[config.mk]
export PLATFORM = sky130hd
export DESIGN_NAME = xcore_fetch_redirect_ctrl
export DESIGN_NICKNAME = d
export VERILOG_FILES = /design/src/rtl/xcore_fetch_redirect_ctrl.sv
export SDC_FILE = /design/constraint.sdc
export NUM_CORES = 1
export LEC_CHECK = 0
export CAP_MARGIN = 20
export CORE_ASPECT_RATIO = 2
export CORE_UTILIZATION = 40
export DETAILED_ROUTE_END_ITERATION = 8
export MAX_ROUTING_LAYER = met4
export PLACE_DENSITY = 0.82
export SYNTH_ARGS = -nofsm -noshare
export SYNTH_HDL_FRONTEND = slang
export SYNTH_SLANG_ARGS = --single-unit
[constraint.sdc]
create_clock -name frc_clk -period 2.1 [get_ports frc_clk]
set_clock_uncertainty 0.2 [all_clocks]
set_input_delay 0.525 -clock frc_clk [delete_from_list [all_inputs] [get_ports frc_clk]]
set_output_delay 0.525 -clock frc_clk [all_outputs]
set_load 0.01 [all_outputs]
[src/rtl/xcore_fetch_redirect_ctrl.sv]
// Fetch-PC sequencer: picks the next fetch address from flush, JALR, predictor or PC+4.
// Latency: a redirect sampled at edge N appears on if_pc right after edge N; flush adds FLUSH_BUBBLES invalid cycles.
// Backpressure: if_stall holds PC and state in RUN; JWAIT/BUBBLE ignore it so pulses are never lost.
module xcore_fetch_redirect_ctrl #(
    parameter logic [31:0] RESET_PC      = 32'h0000_0000,
    parameter int          FLUSH_BUBBLES = 1
) (
    input  logic        frc_clk,
    input  logic        frc_rst,
    input  logic        ex_flush_valid,
    input  logic [31:0] ex_flush_adr,
    input  logic        bpu_jump_valid,
    input  logic [31:0] bpu_instr_adr,
    input  logic        id_jalr_valid,
    input  logic        ex_jalr_done,
    input  logic [31:0] ex_jalr_adr,
    input  logic        if_stall,
    output logic [31:0] if_pc,
    output logic        if_pc_valid,
    output logic        bpu_flush,
    output logic        bpu_stall,
    output logic [1:0]  frc_state
);

    typedef enum logic [1:0] {
        ST_RUN     = 2'b00,
        ST_JWAIT   = 2'b01,
        ST_BUBBLE  = 2'b10,
        ST_ILLEGAL = 2'b11
    } state_t;

    // Fetch addresses are word aligned; low two bits of every redirect are dropped.
    localparam logic [31:0] ADR_MASK = 32'hFFFF_FFFC;
    // Counter value loaded on flush: counts down to 0, then one more cycle before RUN.
    localparam logic [3:0]  BUB_LOAD = (FLUSH_BUBBLES == 0) ? 4'd0 : 4'(FLUSH_BUBBLES - 1);
    localparam state_t      FLUSH_ST = (FLUSH_BUBBLES == 0) ? ST_RUN : ST_BUBBLE;

    state_t      state_q, state_d;
    logic [31:0] pc_q, pc_d;
    logic [3:0]  cnt_q, cnt_d;
    logic [31:0] flush_pc, jump_pc, jalr_pc;

    assign flush_pc = ex_flush_adr  & ADR_MASK;
    assign jump_pc  = bpu_instr_adr & ADR_MASK;
    assign jalr_pc  = ex_jalr_adr   & ADR_MASK;

    // State, PC and bubble counter registers; reset parks in BUBBLE so RESET_PC is fetched one cycle later.
    always_ff @(posedge frc_clk) begin
        if (frc_rst) begin
            state_q <= ST_BUBBLE;
            pc_q    <= RESET_PC;
            cnt_q   <= 4'd0;
        end else begin
            state_q <= state_d;
            pc_q    <= pc_d;
            cnt_q   <= cnt_d;
        end
    end

    // Next-state and next-PC selection; a flush wins in every legal state.
    always_comb begin
        state_d = state_q;
        pc_d    = pc_q;
        cnt_d   = cnt_q;
        case (state_q)
            ST_RUN: begin
                if (ex_flush_valid) begin
                    pc_d    = flush_pc;
                    state_d = FLUSH_ST;
                    cnt_d   = BUB_LOAD;
                end else if (!if_stall) begin
                    if (id_jalr_valid) begin
                        state_d = ST_JWAIT;
                    end else if (bpu_jump_valid) begin
                        pc_d = jump_pc;
                    end else begin
                        pc_d = pc_q + 32'd4;
                    end
                end
            end
            ST_JWAIT: begin
                if (ex_flush_valid) begin
                    pc_d    = flush_pc;
                    state_d = FLUSH_ST;
                    cnt_d   = BUB_LOAD;
                end else if (ex_jalr_done) begin
                    pc_d    = jalr_pc;
                    state_d = ST_RUN;
                end
            end
            ST_BUBBLE: begin
                if (ex_flush_valid) begin
                    pc_d    = flush_pc;
                    state_d = FLUSH_ST;
                    cnt_d   = BUB_LOAD;
                end else if (cnt_q == 4'd0) begin
                    state_d = ST_RUN;
                end else begin
                    cnt_d = cnt_q - 4'd1;
                end
            end
            default: begin
                state_d = ST_RUN;
            end
        endcase
    end

    assign if_pc       = pc_q;
    assign if_pc_valid = (state_q == ST_RUN);
    assign bpu_flush   = ex_flush_valid;
    assign bpu_stall   = if_stall | (state_q != ST_RUN);
    assign frc_state   = state_q;

endmodule

[Word level (Yosys, flattened, before mapping)]
Index checks and enable logic that the tools add are counted.
Storage, ports and cells
  flip-flop bits (word level): 38
  bits of input ports: 103
  output and inout bits: 37
  word-level logic and storage cells: 45
Operators by class
  add/subtract/negate cells: 2
  equality and inequality tests: 10
  multiplexer cells: 20
  bitwise gates (word level): 1
  reduce and logical (&&, ||, !) cells: 9
Operator list (count)
  2-to-1 mux 32 bit: 7
  one-hot mux 32 bit (3 select lines): 1
  adder 32 x 3 -> 32 bit (second input constant): 1
  inequality test 3 bit (second input constant): 6
  2-to-1 mux 2 bit: 7
  2-to-1 mux 4 bit: 3
  one-hot mux 4 bit (2 select lines): 1
  one-hot mux 2 bit (3 select lines): 1
  AND reduction 5 bit: 1
  logical NOT 4 bit: 1
  AND reduction 4 bit: 1
  nonzero test 2 bit: 2
  subtractor 4 x 1 -> 4 bit (second input constant): 1
  AND reduction 3 bit: 1
  nonzero test 3 bit: 1
  equality test 2 x 1 -> 1 bit (second input constant): 1
  equality test 2 bit (second input constant): 1
  logical NOT 2 bit: 1
  inequality test 2 x 1 -> 1 bit (second input constant): 1
  inequality test 2 bit (second input constant): 1
  OR reduction 2 bit: 1
  OR 1 bit: 1

[Depth between registers and ports, before layout]
  depth after elaboration: 6
  depth in mapped cells: 9
  gate-level depth less buffers: 7

[Worst setup path before layout]
OpenSTA, ideal clock, no wires.
  path kind: register to register
  from: register state_q[0], in the netlist frc_state[0]
  to: register pc_q[28], in the netlist if_pc[28]
  library setup time: 132 ps
  arrival: 1924 ps
  data required time: 1768 ps
  path slack: -155 ps
  stages on the path, launching flop included: 10
  path buffers: 2
  period minus slack after synthesis: 2255 ps
  cell sequence: dfxtp_1 -> inv_1 -> ha_1 -> buf_2 -> clkinv_1 -> clkbuf_1 -> a221oi_1 -> nor2_1 -> a21oi_1 -> o32ai_2
Between the ends
  longest elaborated chain between the ends: 3
  elaborated cells on any way between the ends: 10
  those cells by class: 6 x eq/ne; 1 x mux; 3 x reduce/logical
RTL lines
  start: declaration: RTL line 38  | state_t state_q, state_d;
  start signal: assignment: RTL line 54  | state_q <= state_d;
  equality test 2 x 1 -> 1 bit (tied with other cells): RTL line 65  | case (state_q)
  inequality test 3 bit (no line) (tied with other cells)
  AND reduction 5 bit (no line)
  end signal: assignment: RTL line 55  | pc_q <= pc_d;
  end: declaration: RTL line 39  | logic [31:0] pc_q, pc_d;
Several ways; a longest one is shown, not always the timed one.
A chain may end at the register's enable or synchronous reset.

[Worst setup path in the final report]
  from: register state_q[1], in the netlist frc_state[1]
  to: register pc_q[17], in the netlist if_pc[17]
The elaborated chain is that of the path after synthesis.

==> out/metrics.cfg <==
[worst_setup_path]
end_kind=flip-flop
r2r_start=frc_state[1]
regToRegSetupSlack_ns=-0.04
required_ns=2.10
worstSetupPathType=reg2reg
worstPathArrival_ns=2.14
worstReg2RegEnd=if_pc[17]
crit_fanout=6
r2r.worst_path.cells=6
startpoint_type=flip-flop

[job]
drv_cap=0

[grt]
overflow=0
grt_usage=0.356
grt_most_used_layer=met2
grt_max_degree=17
grt_pass1_wl_um=23600
antenna_found_initial=0
grt_use_met3=0.0503
gr-usage-met1=0.349
grt_pass1_vias=4973
use_met2=0.610

[floorplanning]
ios=140
die_h_um=131
die_x_um=66.7
dieArea_um2=8760
initial_core_util=0.418
rows=46
design.core.area_um2=8000

[drt]
vias=4958
dr.pass1.iters=6
drt_iter0_drc=648
final_antenna_net_count=0
wl_um=15900
wire_per_inst_um=21.2
vias_per_cell=6.61
drcViolationCount=0

[logic_synthesis]
synth_area_per_cell_um2=7.67
ys_types=76
synth_area_leader_cell=dfxtp_1
synth-seq-area-share=0.215
synth_cells=436
yosysWarningCount=0
ys_ff_latch=36
synth_edf_count=0
syn_area_um2=3350
ys.flop_type=dfxtp_1
synthTopCellsByArea=dfxtp_1, a221oi_1, a221o_1
synth_top_area_share=0.215
async_flop_share=0

[clock_network]
clock_path_buffers=2
cts_made_buffers=5
cts_htree_levels=2
cts.sinks=36
insertion_delay_ns=0.28
clkTransAtPathRegs_ns=0.06
cts_tree=done
cts_hold_buf=0
clockRootBuffer=clkbuf_16

[sta]
clock.fmax_ghz=0.468
rsz0062_at_grt=yes
finalSetupTns_ns=-0.0630
slew_violations=0
hold_violations=0
min_period_ns=2.14
setup_viol=2
holdWs_ns=0.330
setup_ws_ns=-0.0367
layout_worst_path_cycle_share=1.02

[final_layout]
utilization=0.744
fillers=545
post-route-cell-area_um2=5950
drive_gt1_frac=0.280
areaGrowthSynthToFinish_pct=77.9
final_nets=763
antenna_cells=0
fin_cells=750

[pwr]
vdd_ir_drop_max_uv=479
p_per_area_nw_per_um2=559
leakagePower_nw=2.32

[outcome]
violations=negative setup slack
status=complete, but fails checks

[placement]
io_buffers=131
detailed_place_hpwl_um=11200
dpl_cell_area_um2=5390
place_inst=724
place_congestion=0.944

[worst_hold_path]
min_from=if_pc[25]
min_path_cells=2
min_to=if_pc[25]
min_path_type=reg2reg

-- area by class of cell --
| cell class | instances | area [um2] | share of cell area |
|---|---|---|---|
| clock buffers | 8 | 146 | 0.0246 |
| flip-flops and latches | 36 | 736 | 0.124 |
| well taps | 96 | 120 | 0.0202 |
| repair buffers | 247 | 2290 | 0.384 |
| inverters | 23 | 91.3 | 0.0153 |
| multi-input cells | 340 | 2570 | 0.432 |
-- Yosys cell counts (5+ instances only) --
cell	count
clkbuf_1	20
a221oi_1	20
nand2b_1	11
nor2b_1	5
a211oi_1	9
nand2_1	33
a22oi_1	6
a21oi_1	18
nor3_1	9
a311oi_1	6
a221o_1	17
dfxtp_1	36
mux2i_1	5
buf_2	13
a31oi_1	9
o22ai_1	8
nor2_1	36
nand4_1	7
o211ai_1	5
ha_1	7
inv_1	22
o21ai_0	20
nand3_1	15
-- power by group --
| part | switching (W) | internal [W] | total, W |
|---|---|---|---|
| clock | 0.000295 | 0.000474 | 0.000770 |
| sequential | 0.0000999 | 0.000779 | 0.000879 |
| combinational | 0.000783 | 0.000894 | 0.00168 |
-- critical path, stage by stage (launching register included) --
cell      delay (ns)
dfxtp_4         0.36
buf_4           0.14
ha_2            0.18
o21bai_4        0.21
or3_4           0.40
or3_1           0.39
o211ai_1        0.18
-- flip-flops by register name (all words and copies together), names as in the netlist --
name / flops
frc_state: 2
cnt_q: 4
if_pc: 30
-- kinds of logic after synthesis --
| logic type | count (synthesis) | share of synthesized area |
|---|---|---|
| buffers and inverters | 62 | 0.0811 |
| and+or+nand+nor | 152 | 0.260 |
| AOI/OAI and AO/OA | 164 | 0.376 |
| adders and majority gates | 7 | 0.0262 |
| muxes | 6 | 0.0194 |
| xor gates and xnor gates | 8 | 0.0209 |
| DFF | 36 | 0.215 |
| other | 1 | 0.00112 |
-- cell usage in the layout (no fill, tap or decap), drive strengths merged, types with 10 or more instances in the layout --
cell type / instances
nand4: 11
clkdlybuf4s50: 121
o21ai: 22
nor3: 10
nand3: 15
buf: 116
nor2: 37
nand2: 33
dfxtp: 36
nand2b: 11
inv: 21
a221oi: 20
a221o: 17
a21oi: 19
-- worst max-delay path by stage --
stage	slack (ns)	from	end	cells past startpoint
after floorplan	-0.02	frc_state[0]	if_pc[17]	7
after global placement	-0.52	ex_flush_valid	if_pc[27]	7
after detailed placement	-0.58	ex_flush_valid	if_pc[16]	7
after CTS	0.002	frc_state[1]	if_pc[12]	8
after global routing	-0.08	if_pc[2]	if_pc[31]	6
final	-0.04	frc_state[1]	if_pc[17]	6
-- metrics by stage --
step / setup WS (ns) / power [W]
2_1_floorplan: -0.0185 / 0.00155
5_1_grt: -0.0841 / 0.00345
6_report: -0.0367 / 0.00333
3_5_place_dp: -0.583 / 0.00238
3_3_place_gp: -0.523 / 0.00234
4_1_cts: 0.00192 / 0.00318
-- layer usage --
| metal | up-vias | share of wire | wire (um) |
|---|---|---|---|
| li1 | 2148 | - | - |
| met1 | 2309 | 0.34 | 5340 |
| met2 | 387 | 0.51 | 8050 |
| met3 | 114 | 0.089 | 1410 |
| met4 | 0 | 0.070 | 1110 |
| met5 | - | 0 | 0 |
-- repair_timing --
action	in CTS	in global routing
buffers inserted	2	13
pin swaps	10	17
resized for setup	39	34
setup endpoints to repair	38	34
cloned	1	2
(Power assumes the default switching activity.)
